--- config.mk ---
export PLATFORM = sky130hd
export DESIGN_NAME = miso_oversample_capture
export DESIGN_NICKNAME = d
export VERILOG_FILES = /design/src/rtl/miso_oversample_capture_pkg.sv /design/src/rtl/miso_sync.sv /design/src/rtl/miso_oversample_capture.sv
export SDC_FILE = /design/constraint.sdc
export NUM_CORES = 1
export LEC_CHECK = 0
export ABC_AREA = 1
export BUFFER_PORTS_ARGS = -buffer_cell sky130_fd_sc_hd__buf_2
export CORE_ASPECT_RATIO = 1.5
export CORE_MARGIN = 5
export CORE_UTILIZATION = 44
export CTS_BUF_LIST = sky130_fd_sc_hd__clkbuf_4 sky130_fd_sc_hd__clkbuf_8
export DETAILED_ROUTE_END_ITERATION = 8
export PLACE_DENSITY = 0.72
export SLEW_MARGIN = 20
export SYNTH_ARGS = -nofsm -noshare
export SYNTH_HDL_FRONTEND = slang
export SYNTH_SLANG_ARGS = --single-unit
export TNS_END_PERCENT = 10
--- constraint.sdc ---
create_clock -name dataclk -period 2.1 [get_ports dataclk]
set_clock_uncertainty 0.1 [all_clocks]
set_input_delay 0.105 -clock dataclk [delete_from_list [all_inputs] [get_ports dataclk]]
set_output_delay 0.105 -clock dataclk [all_outputs]
set_load 0.02 [all_outputs]
--- src/rtl/miso_oversample_capture_pkg.sv ---
// miso_oversample_capture_pkg: widths and state encoding shared with the phase selector
package miso_oversample_capture_pkg;
    localparam int MISO4X_W = 134;
    localparam int MISO_W = 33;
    typedef enum logic [1:0] {
        IDLE    = 2'd0,
        CAPTURE = 2'd1,
        DONE    = 2'd2
    } state_t;
endpackage

--- src/rtl/miso_sync.sv ---
// miso_sync: STAGES-deep single-bit synchronizer with synchronous reset
module miso_sync #(
    parameter int STAGES = 2
) (
    input  logic clk,
    input  logic rst,
    input  logic d,
    output logic q
);
    logic [STAGES-1:0] ff;
    always_ff @(posedge clk)
        ff <= rst ? '0 : {ff[STAGES-2:0], d};
    assign q = ff[STAGES-1];
endmodule

--- src/rtl/miso_oversample_capture.sv ---
// miso_oversample_capture: syncs MISO and captures one frame of 4x samples into MISO4x
module miso_oversample_capture
    import miso_oversample_capture_pkg::*;
#(
    parameter int N_SAMPLES   = MISO4X_W,
    parameter int SYNC_STAGES = 2
) (
    input  logic                 dataclk,
    input  logic                 reset,
    input  logic                 MISO_pin,
    input  logic                 frame_start,
    input  logic                 sample_en,
    output logic [N_SAMPLES-1:0] MISO4x,
    output logic                 frame_done,
    output logic                 capturing,
    output logic [7:0]           sample_count
);
    localparam logic [7:0] LAST = 8'(N_SAMPLES - 1);
    logic                 miso_s;
    state_t               state;
    logic [7:0]           count;
    logic [N_SAMPLES-1:0] shadow, shadow_nx;
    miso_sync #(.STAGES(SYNC_STAGES)) u_sync (
        .clk(dataclk),
        .rst(reset),
        .d  (MISO_pin),
        .q  (miso_s)
    );
    // shadow with the current sample merged, so the final bit lands in MISO4x on completion
    always_comb begin
        shadow_nx = shadow;
        shadow_nx[count] = miso_s;
    end
    always_ff @(posedge dataclk) begin
        if (reset) begin
            state      <= IDLE;
            count      <= '0;
            shadow     <= '0;
            MISO4x     <= '0;
            frame_done <= 1'b0;
        end else begin
            frame_done <= 1'b0;
            if (frame_start) begin
                state <= CAPTURE;
                count <= {7'd0, sample_en};
                if (sample_en) shadow[0] <= miso_s;
            end else if (state == CAPTURE && sample_en) begin
                shadow <= shadow_nx;
                count  <= count + 8'd1;
                if (count == LAST) begin
                    state      <= DONE;
                    MISO4x     <= shadow_nx;
                    frame_done <= 1'b1;
                end
            end else if (state == DONE) begin
                state <= IDLE;
            end
        end
    end
    assign capturing    = (state == CAPTURE);
    assign sample_count = count;
endmodule

==> run metrics <==
layout cell share with drive strength beyond 1 16.0%; Pre-antenna DRT Iters 5; # fillers about 2700; Synth-to-Final Area Change 18.1%; HPWL after DPL 23100 microns; synth unique cells 24; clock sinks 280; gp weighted congestion 0.860; max-cap violation count 0; first-pass GRT wire length between 50000 and 60000 microns; Max-slew headroom between 60 and 70%; worst slew pin tran a little over 0.5 ns; Final TNS setup 0 ns; Worst Path Required about 2.4 ns; PnR worst setup slack between 0.15 and 0.2 ns; vias in the first global route approximately 11000; CTS tree done; grt ovf 0; WL/cell approximately 16 microns; GRT Util Overall 21.9%; final worst path period share about 90%; Avg Cell Area, Syn slightly below 7 sq um; post-place setup slack between 0.15 and 0.2 ns; Post-Route WL roughly 36000 microns; sequential fraction of the synthesis area a little under half; die width about 150 microns; Leak between 6 and 7 nW; Max Root-Sink Buffers 3; Num CTS Buffers 43; clk root buf clkbuf_8; Iteration-0 DRC Markers between 1000 and 1500; CP arrival roughly 2.3 ns; crit path max fanout 44; cells after synthesis between 1500 and 2000; Initial Util 44.8%; hold_ws about 0.2 ns; peak supply drop 0.000358 V; Worst-path clk slew roughly 0.070 ns; Slew Limit Fails 0; Ys Warns 0; synthesized area around 12000 sq um; vias per inst slightly above 5; Final setup viols 0; Routed Antenna Nets 0; fmax between 500 and 600 MHz; largest net degree at the start of global routing 99; #FFs+latches synth 280; outcome complete, no violations; crit path kind reg2reg; Hold Path Class in2reg; pwr dens a little over 700 nW/um^2; Worst setup EP type flop; H-tree Lvls 2; clk_lat worst skew ~0.57 ns; Core ar. between 20000 and 30000 sq um; die area around 31000 sq um; DR DRC count 0; die height ~210 microns; RSZ-0062 raised after global routing false; Port Buffers between 100 and 150; non-filler instance count after layout around 2300; Final nets approximately 2000; crit path time final between 1.5 and 2 ns; Final Hold Viols 0; Post-Syn Nets 1816; number of antenna violations at the first check in global routing 1; Setup crit start kind flop; Rows 74; via count approximately 12000; IO Pins around 150; dpl cells about 2200
## what timing repair did
action,CTS,global route
hold endpoints to repair,23,0
endpoints found under the setup margin,0,13
resized for setup,0,1
buffers inserted,0,2
hold buffers,4,0
## sequential cells by signal, indices dropped and copies added (netlist names)
register and count:
MISO4x 134, shadow 133, sample_count 8, state 2
u_sync.ff 2, frame_done 1
## area by class of cell
type | instances | area, sq um | area share (%)
Timing Repair Buffer | 210 | 1490 | 10.3
Tap cell | 342 | 428 | 2.96
Sequential cell | 280 | 5610 | 38.8
Inverter | 161 | 604 | 4.18
Clock buffer | 64 | 818 | 5.66
Multi-Input combinational cell | 1237 | 5440 | 37.6
Clock inverter | 13 | 71.3 | 0.493
Antenna cell | 1 | 2.50 | 0.0173
## path summary, 6_finish.rpt
path                                      from                  endpoint  slack, ns  cells past startpoint
hold / removal                        MISO_pin   u_sync.ff[0]$_SDFF_PP0_       0.19                      4
setup reg to reg  sample_count[1]$_SDFFE_PP0P_  MISO4x[125]$_SDFFE_PP0P_       0.16                     11
hold reg to reg        u_sync.ff[0]$_SDFF_PP0_   u_sync.ff[1]$_SDFF_PP0_       0.31                      2
setup / recovery  sample_count[1]$_SDFFE_PP0P_  MISO4x[125]$_SDFFE_PP0P_       0.16                     11
## critical path: stages, from the launching register on
cell and delay (ns):
dfxtp_2 0.35, inv_1 0.10, ha_1 0.24, nand3_1 0.16, inv_2 0.10, nand2_2 0.09, nor2_4 0.13, nor2_4 0.06
buf_12 0.13, buf_12 0.16, nand2_1 0.08, o21ai_0 0.08
## placed cells by master, fill, tap and decap left out, drive strengths merged
cell         instances
nor3                 3
dfxtp              280
clkinvlp             1
clkbuf              65
diode                1
nand3              247
o21ai              142
o21bai              12
a21oi              106
buf                205
nand2              602
ha                   4
dlygate4sd3          4
nor2               120
o21a                 1
clkinv              13
inv                160
## per-layer routing
| layer | track usage (%) | part of all wire [%] |
|---|---|---|
| met5 | 0 | 0 |
| met4 | 10.1 | 4.1 |
| met3 | 4.12 | 6.5 |
| met2 | 35.7 | 47 |
| met1 | 28.1 | 42 |
## cell usage after synthesis, drive strengths merged
library cell / number / share of area (%)
nor2: 120 / 4.0
a21oi: 106 / 4.3
o21bai: 12 / 0.74
o21a: 1 / 0.061
ha: 4 / 0.41
nand3: 247 / 10
clkinv: 1 / 0.031
nand2: 602 / 19
buf: 75 / 3.3
dfxtp: 280 / 46
inv: 160 / 4.9
nor3: 3 / 0.12
o21ai: 142 / 5.8
clkbuf: 54 / 1.7
## cells by family after synthesis
kind of cell               after synthesis  share of synthesized area, %
and+or+nand+nor                        972                          32.9
adders and majority gates                4                         0.409
DFF                                    280                          45.8
buffers and inverters                  290                          9.91
AOI/OAI and AO/OA                      261                          10.9
## per-stage QoR
step	util (%)	power, W	instance area, sq um
after global routing	52.9	0.0109	14500
final	52.9	0.0105	14500
after floorplan	-	0.00578	12200
after CTS	52.7	0.0105	14400
after global placement	49.3	0.00591	13500
after detailed placement	49.3	0.00591	13500
## where the power goes
group	internal, W	total [W]	switching (W)	leakage, nW
logic	0.000127	0.000450	0.000322	3.75
registers	0.00535	0.00537	0.0000217	2.26
clock network	0.00251	0.00465	0.00214	0.482
Power figures use the tool's default switching activity.
